[config.mk]
export PLATFORM = sky130hd
export DESIGN_NAME = ext_pipe
export DESIGN_NICKNAME = d
export VERILOG_FILES = /design/src/rtl/ext_pkg.sv /design/src/rtl/ext_core.sv /design/src/rtl/ext_pipe.sv
export SDC_FILE = /design/constraint.sdc
export NUM_CORES = 1
export LEC_CHECK = 0
export BUFFER_PORTS_ARGS = -buffer_cell sky130_fd_sc_hd__buf_4
export CAP_MARGIN = 20
export CORE_ASPECT_RATIO = 1.5
export CORE_MARGIN = 4
export CORE_UTILIZATION = 45
export DETAILED_ROUTE_END_ITERATION = 12
export GPL_TIMING_DRIVEN = 0
export PLACE_DENSITY = 0.76
export REMOVE_ABC_BUFFERS = 1
export SETUP_SLACK_MARGIN = 0.2
export SLEW_MARGIN = 20
export SYNTH_ARGS = -nofsm -noshare
export SYNTH_HDL_FRONTEND = slang
export SYNTH_SLANG_ARGS = --single-unit
[constraint.sdc]
create_clock -name clk -period 5.95 [get_ports clk]
set_clock_uncertainty 0.15 [all_clocks]
set_input_delay 0.2975 -clock clk [delete_from_list [all_inputs] [get_ports clk]]
set_output_delay 0.2975 -clock clk [all_outputs]
set_load 0.02 [all_outputs]
[src/rtl/ext_pkg.sv]
// Shared extension-op encodings and default widths for the immediate extender pipeline.
package ext_pkg;

  typedef enum logic [1:0] {
    EOP_SEXT    = 2'b00,
    EOP_ZEXT    = 2'b01,
    EOP_LUI     = 2'b10,
    EOP_SEXT_SH = 2'b11
  } eop_e;

  localparam int DEF_IN_W  = 16;
  localparam int DEF_OUT_W = 32;
  localparam int DEF_SHIFT = 2;
  localparam int DEF_CNT_W = 8;

endpackage

[src/rtl/ext_core.sv]
// Combinational immediate extender: sign/zero extend, upper-load and
// sign-extend-then-shift with overflow detection on the shifted-out bits.
module ext_core
  import ext_pkg::*;
#(
  parameter int IN_W  = DEF_IN_W,
  parameter int OUT_W = DEF_OUT_W,
  parameter int SHIFT = DEF_SHIFT
) (
  input  logic [IN_W-1:0]  imm,
  input  logic [1:0]       eop,
  output logic [OUT_W-1:0] data,
  output logic             ovf
);

  logic [OUT_W-1:0]       w_sext;
  logic [OUT_W-1:0]       w_zext;
  logic [OUT_W-1:0]       w_lui;
  logic [OUT_W+SHIFT-1:0] w_wide;
  logic [OUT_W+SHIFT-1:0] w_shifted;
  logic [OUT_W-1:0]       w_shData;
  logic                   w_shOvf;

  generate
    if (OUT_W > IN_W) begin : g_pad
      assign w_sext = {{(OUT_W-IN_W){imm[IN_W-1]}}, imm};
      assign w_zext = {{(OUT_W-IN_W){1'b0}}, imm};
      assign w_lui  = {imm, {(OUT_W-IN_W){1'b0}}};
    end else begin : g_same
      assign w_sext = imm;
      assign w_zext = imm;
      assign w_lui  = imm;
    end
  endgenerate

  // The bits pushed above OUT_W must all match the new sign bit, otherwise the shift overflowed.
  generate
    if (SHIFT > 0) begin : g_shift
      assign w_wide  = {{SHIFT{w_sext[OUT_W-1]}}, w_sext};
      assign w_shOvf = |(w_shifted[OUT_W+SHIFT-1:OUT_W] ^ {SHIFT{w_shifted[OUT_W-1]}});
    end else begin : g_noshift
      assign w_wide  = w_sext;
      assign w_shOvf = 1'b0;
    end
  endgenerate

  assign w_shifted = w_wide << SHIFT;
  assign w_shData  = w_shifted[OUT_W-1:0];

  always_comb begin
    data = w_sext;
    ovf  = 1'b0;
    case (eop_e'(eop))
      EOP_SEXT:    data = w_sext;
      EOP_ZEXT:    data = w_zext;
      EOP_LUI:     data = w_lui;
      EOP_SEXT_SH: begin
        data = w_shData;
        ovf  = w_shOvf;
      end
      default:     data = w_sext;
    endcase
  end

endmodule

[src/rtl/ext_pipe.sv]
// Registered immediate extender with a 2-entry output skid buffer and a
// saturating debug counter of overflowing pushes.
module ext_pipe
  import ext_pkg::*;
#(
  parameter int IN_W  = DEF_IN_W,
  parameter int OUT_W = DEF_OUT_W,
  parameter int SHIFT = DEF_SHIFT,
  parameter int CNT_W = DEF_CNT_W
) (
  input  logic             clk,
  input  logic             rst_n,
  input  logic             in_valid,
  output logic             in_ready,
  input  logic [IN_W-1:0]  in_imm,
  input  logic [1:0]       in_eop,
  output logic             out_valid,
  input  logic             out_ready,
  output logic [OUT_W-1:0] out_data,
  output logic             out_ovf,
  output logic [CNT_W-1:0] ovf_cnt,
  input  logic             ovf_clr
);

  logic [OUT_W-1:0] r_data [2];
  logic             r_ovf  [2];
  logic             r_head;
  logic             r_tail;
  logic [1:0]       r_count;
  logic [CNT_W-1:0] r_ovfCnt;

  logic [OUT_W-1:0] w_extData;
  logic             w_extOvf;
  logic             w_push;
  logic             w_pop;

  ext_core #(
    .IN_W  (IN_W),
    .OUT_W (OUT_W),
    .SHIFT (SHIFT)
  ) u_core (
    .imm  (in_imm),
    .eop  (in_eop),
    .data (w_extData),
    .ovf  (w_extOvf)
  );

  // in_ready depends only on registered occupancy so downstream stalls never reach upstream combinationally.
  assign in_ready  = (r_count != 2'd2) && rst_n;
  assign out_valid = (r_count != 2'd0);
  assign w_push    = in_valid && in_ready;
  assign w_pop     = out_valid && out_ready;
  assign out_data  = out_valid ? r_data[r_head] : '0;
  assign out_ovf   = out_valid && r_ovf[r_head];
  assign ovf_cnt   = r_ovfCnt;

  always_ff @(posedge clk) begin
    if (!rst_n) begin
      r_data[0] <= '0;
      r_data[1] <= '0;
      r_ovf[0]  <= 1'b0;
      r_ovf[1]  <= 1'b0;
      r_head    <= 1'b0;
      r_tail    <= 1'b0;
      r_count   <= 2'd0;
      r_ovfCnt  <= '0;
    end else begin
      if (w_push) begin
        r_data[r_tail] <= w_extData;
        r_ovf[r_tail]  <= w_extOvf;
        r_tail         <= ~r_tail;
      end
      if (w_pop) begin
        r_head <= ~r_head;
      end
      case ({w_push, w_pop})
        2'b10:   r_count <= r_count + 2'd1;
        2'b01:   r_count <= r_count - 2'd1;
        default: r_count <= r_count;
      endcase
      // Clear wins over a same-cycle increment.
      if (ovf_clr) begin
        r_ovfCnt <= '0;
      end else if (w_push && w_extOvf && (r_ovfCnt != {CNT_W{1'b1}})) begin
        r_ovfCnt <= r_ovfCnt + CNT_W'(1);
      end
    end
  end

endmodule

Yosys cells after proc, flatten, opt, wreduce, memory -nomap -nowiden --
Memories as Yosys holds them, arrays and structs flattened. A register that Yosys moved wholly into a read port is not among the register bits. Cells that the tools add are included.
Storage, ports and cells: register bits after elaboration 12, bits in writable memories 66, output and inout port bits 43, word-level logic and storage cells 51, memories 2
Memories:
- r_data | depth 2, bits a word 32, read ports 1, clocked after Yosys merged registers in 1, write ports 2, line ext_pipe.sv:25 | logic [OUT_W-1:0] r_data [2];
- r_ovf | depth 2, bits a word 1, read ports 1, clocked after Yosys merged registers in 1, write ports 2, line ext_pipe.sv:26 | logic r_ovf [2];
Cells by class: add/subtract/negate cells 3, equality and inequality tests 7, mux-type cells 18, bitwise logic cells 4, reduce and logical (&&, ||, !) cells 13
Operators with widths (count):
- $pmux 32 s4 | 1
- $mux 32 | 2
- $reduce_or 32->1 | 1
- $mux 1 | 14
- $add 8x1->8 const B | 1
- $ne 8x8->1 const B | 1
- $eq 2x2->1 const B | 3
- $logic_and 1x1->1 | 6
- $eq 2x1->1 const B | 2
- $pmux 2 s2 | 1
- $reduce_bool 2->1 | 2
- $reduce_or 2->1 | 2
- $not 1->1 | 3
- $add 2x1->2 const B | 1
- $logic_not 2->1 | 1
- $ne 2x2->1 const B | 1
- $sub 2x1->2 const B | 1
- $xor 2x2->2 | 1
- $reduce_or 1->1 | 1

Longest topological paths before layout --
depth in word-level cells 8, depth in mapped cells 6

Modules after synthesis --
A second synthesis with hierarchy kept.
Unflattened totals: cells, all modules 357, area, all modules 4095.2 um^2
Modules (own cells, without submodules):
- ext_pipe | times used 1, cells each 296, area each 3573.4 um^2
- ext_core | times used 1, cells each 61, area each 521.8 um^2

Least setup slack after synthesis --
Ideal clock, no wire load.
kind reg2reg, start point register r_count[0], end point memory r_data[0][0] (netlist name), enable pin, library setup time 0.389 ns, arrival 1.592 ns, required time 5.411 ns, setup slack 3.818 ns, cell stages (with the launch flop) 5, path buffers 1, path through dfxtp_1 > nand2b_4 > nand4b_4 > buf_2 > nand2_1
RTL lines:
- start: declaration | line ext_pipe.sv:29 | logic [1:0] r_count;
- start signal: assignment | line ext_pipe.sv:77 | 2'b10: r_count <= r_count + 2'd1;
- start signal: assignment | line ext_pipe.sv:78 | 2'b01: r_count <= r_count - 2'd1;
- start signal: assignment | line ext_pipe.sv:79 | default: r_count <= r_count;
- end: declaration | line ext_pipe.sv:25

==> impl_summary.txt <==
----------------------------------------------------
[Floorplanning]
  Number of rows created at floorplan ... 38
  Full die area ... 9160 sq um
  Die boundary width ... 79.5 microns
  I/O pin count ... between 60 and 70
  Y dimension of the die ... 115 microns
  Placeable core region ... 7370 sq um
  Starting utilization of the core area ... 46.8%

[Timing]
  Setup violations, final ... 0
  Final cycle utilization of the critical path ... between 40% and 50%
  Tightest Pin Transition ... roughly 800 ps
  Final min period ... about 2500 ps
  Maximum frequency from static timing analysis ... 0.394 GHz
  Fin Setup TNS ... 0 ps
  Final Max Tran Viols ... 0
  RSZ-0062 raised after global routing ... no
  Final Hold Violating Endpoints ... 0
  Worst slew margin relative to its limit ... 45.1%
  Worst path setup slack after routing ... 3410 ps

[Hold path]
  Hold Path Sink ... r_data[1][9]
  Count of cells along the worst hold path ... 3
  Classification of the worst-slack hold path ... in -> reg
  Launch point of the worst hold path ... in_imm[7]

[GRT]
  Congestion Overflow GR ... 0
  Pin count of the biggest net entering global routing ... 35
  Number of global-route vias before repair ... between 2000 and 2500
  Antenna violations before repair ... 0
  Global-route wire length before repair ... 11400 microns
  Total GRT Usage ... 16.5%

[Cells and area]
  Fraction of final layout cells with drive strength greater than 1 ... between 20% and 30%
  Most common cell after layout, fill and taps aside ... nor2_1
  Area delta synth->final ... 17.2%
  Leading cell types in the layout, fill and taps excluded ... nor2_1, edfxtp_1, buf_4
  Ant diodes ... 0
  Final-layout fill cell count ... 655
  Area used by multi-input combinational logic ... between 1000 and 1500 sq um
  Layout Nets ... 378
  Sequential cell area in the final layout ... 2060 sq um

[CTS]
  Latest clock arrival within the worst-skew pair ... 340 ps
  Clock root buffer ... clkbuf_8
  Total clock buffers created by CTS ... 9
  Clock sink count ... 71
  Setup fix buffers added after clock tree synthesis ... 0
  Number of gates resized after cts ... 0
  CTS tree ... built
  Maximum clock insertion buffer count ... 2
  Clock Pin Slew Worst Setup and Hold Paths ... ~70 ps
  Cts-stage hold buffer count ... 0
  Depth of the CTS H-tree ... 3

[Detailed routing]
  Total wirelength of the detailed-routed design ... 7260 microns
  Number of nets still failing antenna checks after routing ... 0
  Total number of vias ... 2374
  Number of detailed-routing iterations run before antenna repair ... 5
  DRC violation total after the first TritonRoute iteration ... 163
  DRC violation count after routing ... 0
  Drt via density ... 5.17
  Mean routed wirelength per cell ... about 16 microns

[Setup path]
  Endpoint kind of the worst setup timing path ... flop
  Startpoint of the worst-slack reg-to-reg timing path ... r_count[0]
  Cells on worst reg2reg path ... 3
  Worst Path Max Fanout ... 34
  Worst reg2reg path endpoint ... r_data[0][22]
  Reg-to-reg slack, setup ... about 3400 ps
  Type of the worst setup path ... reg -> reg
  Element type at the critical path start ... flop
  WP data required ... approximately 5800 ps
  Arrival time of the worst setup path ... 2360 ps

[Synth]
  Synth warnings ... 0
  Mean area per synthesized cell ... 11.2 sq um
  Post-synth top area share ... 55.7%
  Cell area after technology mapping ... 3450 sq um
  Ranking of synthesized cells by area ... edfxtp_1, mux2i_1, nor2_1
  Sequential area share after synthesis ... 59.8%
  Synthesized instance count ... 308
  Count of unique library cells instantiated by Yosys ... 28
  Post-synth top area cell ... edfxtp_1
  Synth Register Bits ... slightly above 70

[Placed design]
  Global placement routability congestion ... 0.736
  Sum of net half-perimeters after detailed placement ... about 4500 microns
  Input/output buffers ... 56
  Worst slack at placement ... 3410 ps

[Power and ir drop]
  Power per Cell Area ... 374 nW/um^2
  Proportion of power drawn by combinational gates ... 35.1%
  Switching fraction of total power ... a little over a third
  Proportion of power drawn by the clock network ... 21.7%
  Sequential fraction of design power ... 43.3%
  Worst IR drop on VDD ... 0.328 mV
  Internal power summed over all cells ... between 0.0009 and 0.001 W
  Switching power ... 0.000529 W
  Leakage power figure ... 1.52 nW

[Status]
  Result of the run ... complete, no violations

[Job]
  # Max-Cap Violations ... 0

----------------------------------------------------
[metal layers]
metal / up-vias / share of wire [%] / track usage, %
met5: - / 0 / 0
met3: 6 / 5.6 / 3.76
li1: 1140 / - / -
met1: 1144 / 39 / 18.6
met4: 0 / 1.4 / 8.37
met2: 84 / 54 / 29.1
[state kept, by name (all words and copies together), names as in the netlist, named ones only]
name,flops
r_data,64
r_count,2
r_ovf,2
r_head,1
r_tail,1
[Yosys cell counts]
cell / n
a21boi_1: 1
a21oi_1: 42
a22oi_1: 1
and2_1: 5
and3_1: 2
buf_1: 1
buf_2: 18
buf_4: 8
buf_6: 2
conb_1: 1
dfxtp_1: 7
edfxtp_1: 64
ha_1: 1
inv_1: 3
mux2_2: 1
mux2i_1: 34
nand2_1: 17
nand2b_1: 2
nand2b_4: 1
nand3_1: 1
nand4_4: 1
nand4b_4: 1
nor2_1: 71
nor2b_1: 15
o21ai_0: 3
o21ai_4: 1
or3_1: 1
xnor2_1: 3
[power groups by stage]
| stage | combinational, W | clock [W] | sequential, W |
|---|---|---|---|
| 3_5_place_dp | 0.000539 | 0 | 0.000666 |
| 4_1_cts | 0.000540 | 0.000333 | 0.000656 |
| 2_1_floorplan | 0.000323 | 0 | 0.000668 |
| 5_1_grt | 0.000576 | 0.000353 | 0.000663 |
| 6_report | 0.000531 | 0.000328 | 0.000655 |
| 3_3_place_gp | 0.000506 | 0 | 0.000682 |
[per-stage QoR]
stage / util [%] / instances / area (sq um) / hold slack, ps / power [W]
3_5_place_dp: 52.7 / 443 / 3880 / 329 / 0.00121
5_1_grt: 54.9 / 459 / 4050 / 159 / 0.00159
3_3_place_gp: 52.2 / 442 / 3850 / 322 / 0.00119
4_1_cts: 54.9 / 459 / 4050 / 128 / 0.00153
2_1_floorplan: - / 286 / 3300 / 269 / 0.000990
6_report: 54.9 / 459 / 4050 / 144 / 0.00151
[worst max-delay path, stage by stage (launching register included)]
cell      delay, ps
dfxtp_1         460
nand2b_4        220
nand4b_4        480
nand2_2         840
[worst max path at each step]
stage                from            end
2_1_floorplan        flop    out_data[0]
3_3_place_gp   r_count[1]   out_data[29]
3_5_place_dp   r_count[0]   r_data[0][2]
4_1_cts        r_count[0]  r_data[0][22]
5_1_grt        r_count[0]  r_data[1][18]
6_report       r_count[0]  r_data[0][22]
[final cells by class]
cell class                 instances  area share, %
clock buffer                      14           3.77
clock inverter                     2          0.247
inverter                           3          0.278
multi-input combinational        212           30.7
sequential                        71           51.0
tap                              100           3.09
timing repair buffer              57           10.9
[cells by family (layout without fill, tap and decap cells)]
group | after synthesis | count (layout) | synth area share [%]
other | 1 | 8 | 0.109
XOR/XNOR | 3 | 3 | 0.762
buffers and inverters | 32 | 76 | 5.44
multiplexers | 35 | 35 | 10.2
AND/OR/NAND/NOR | 117 | 117 | 16.0
flip-flops | 71 | 71 | 59.8
adder cells (fa/ha/maj) | 1 | 1 | 0.363
AO/OA/AOI/OAI | 48 | 48 | 7.43
Note: power is estimated with default switching activity, not from simulation.
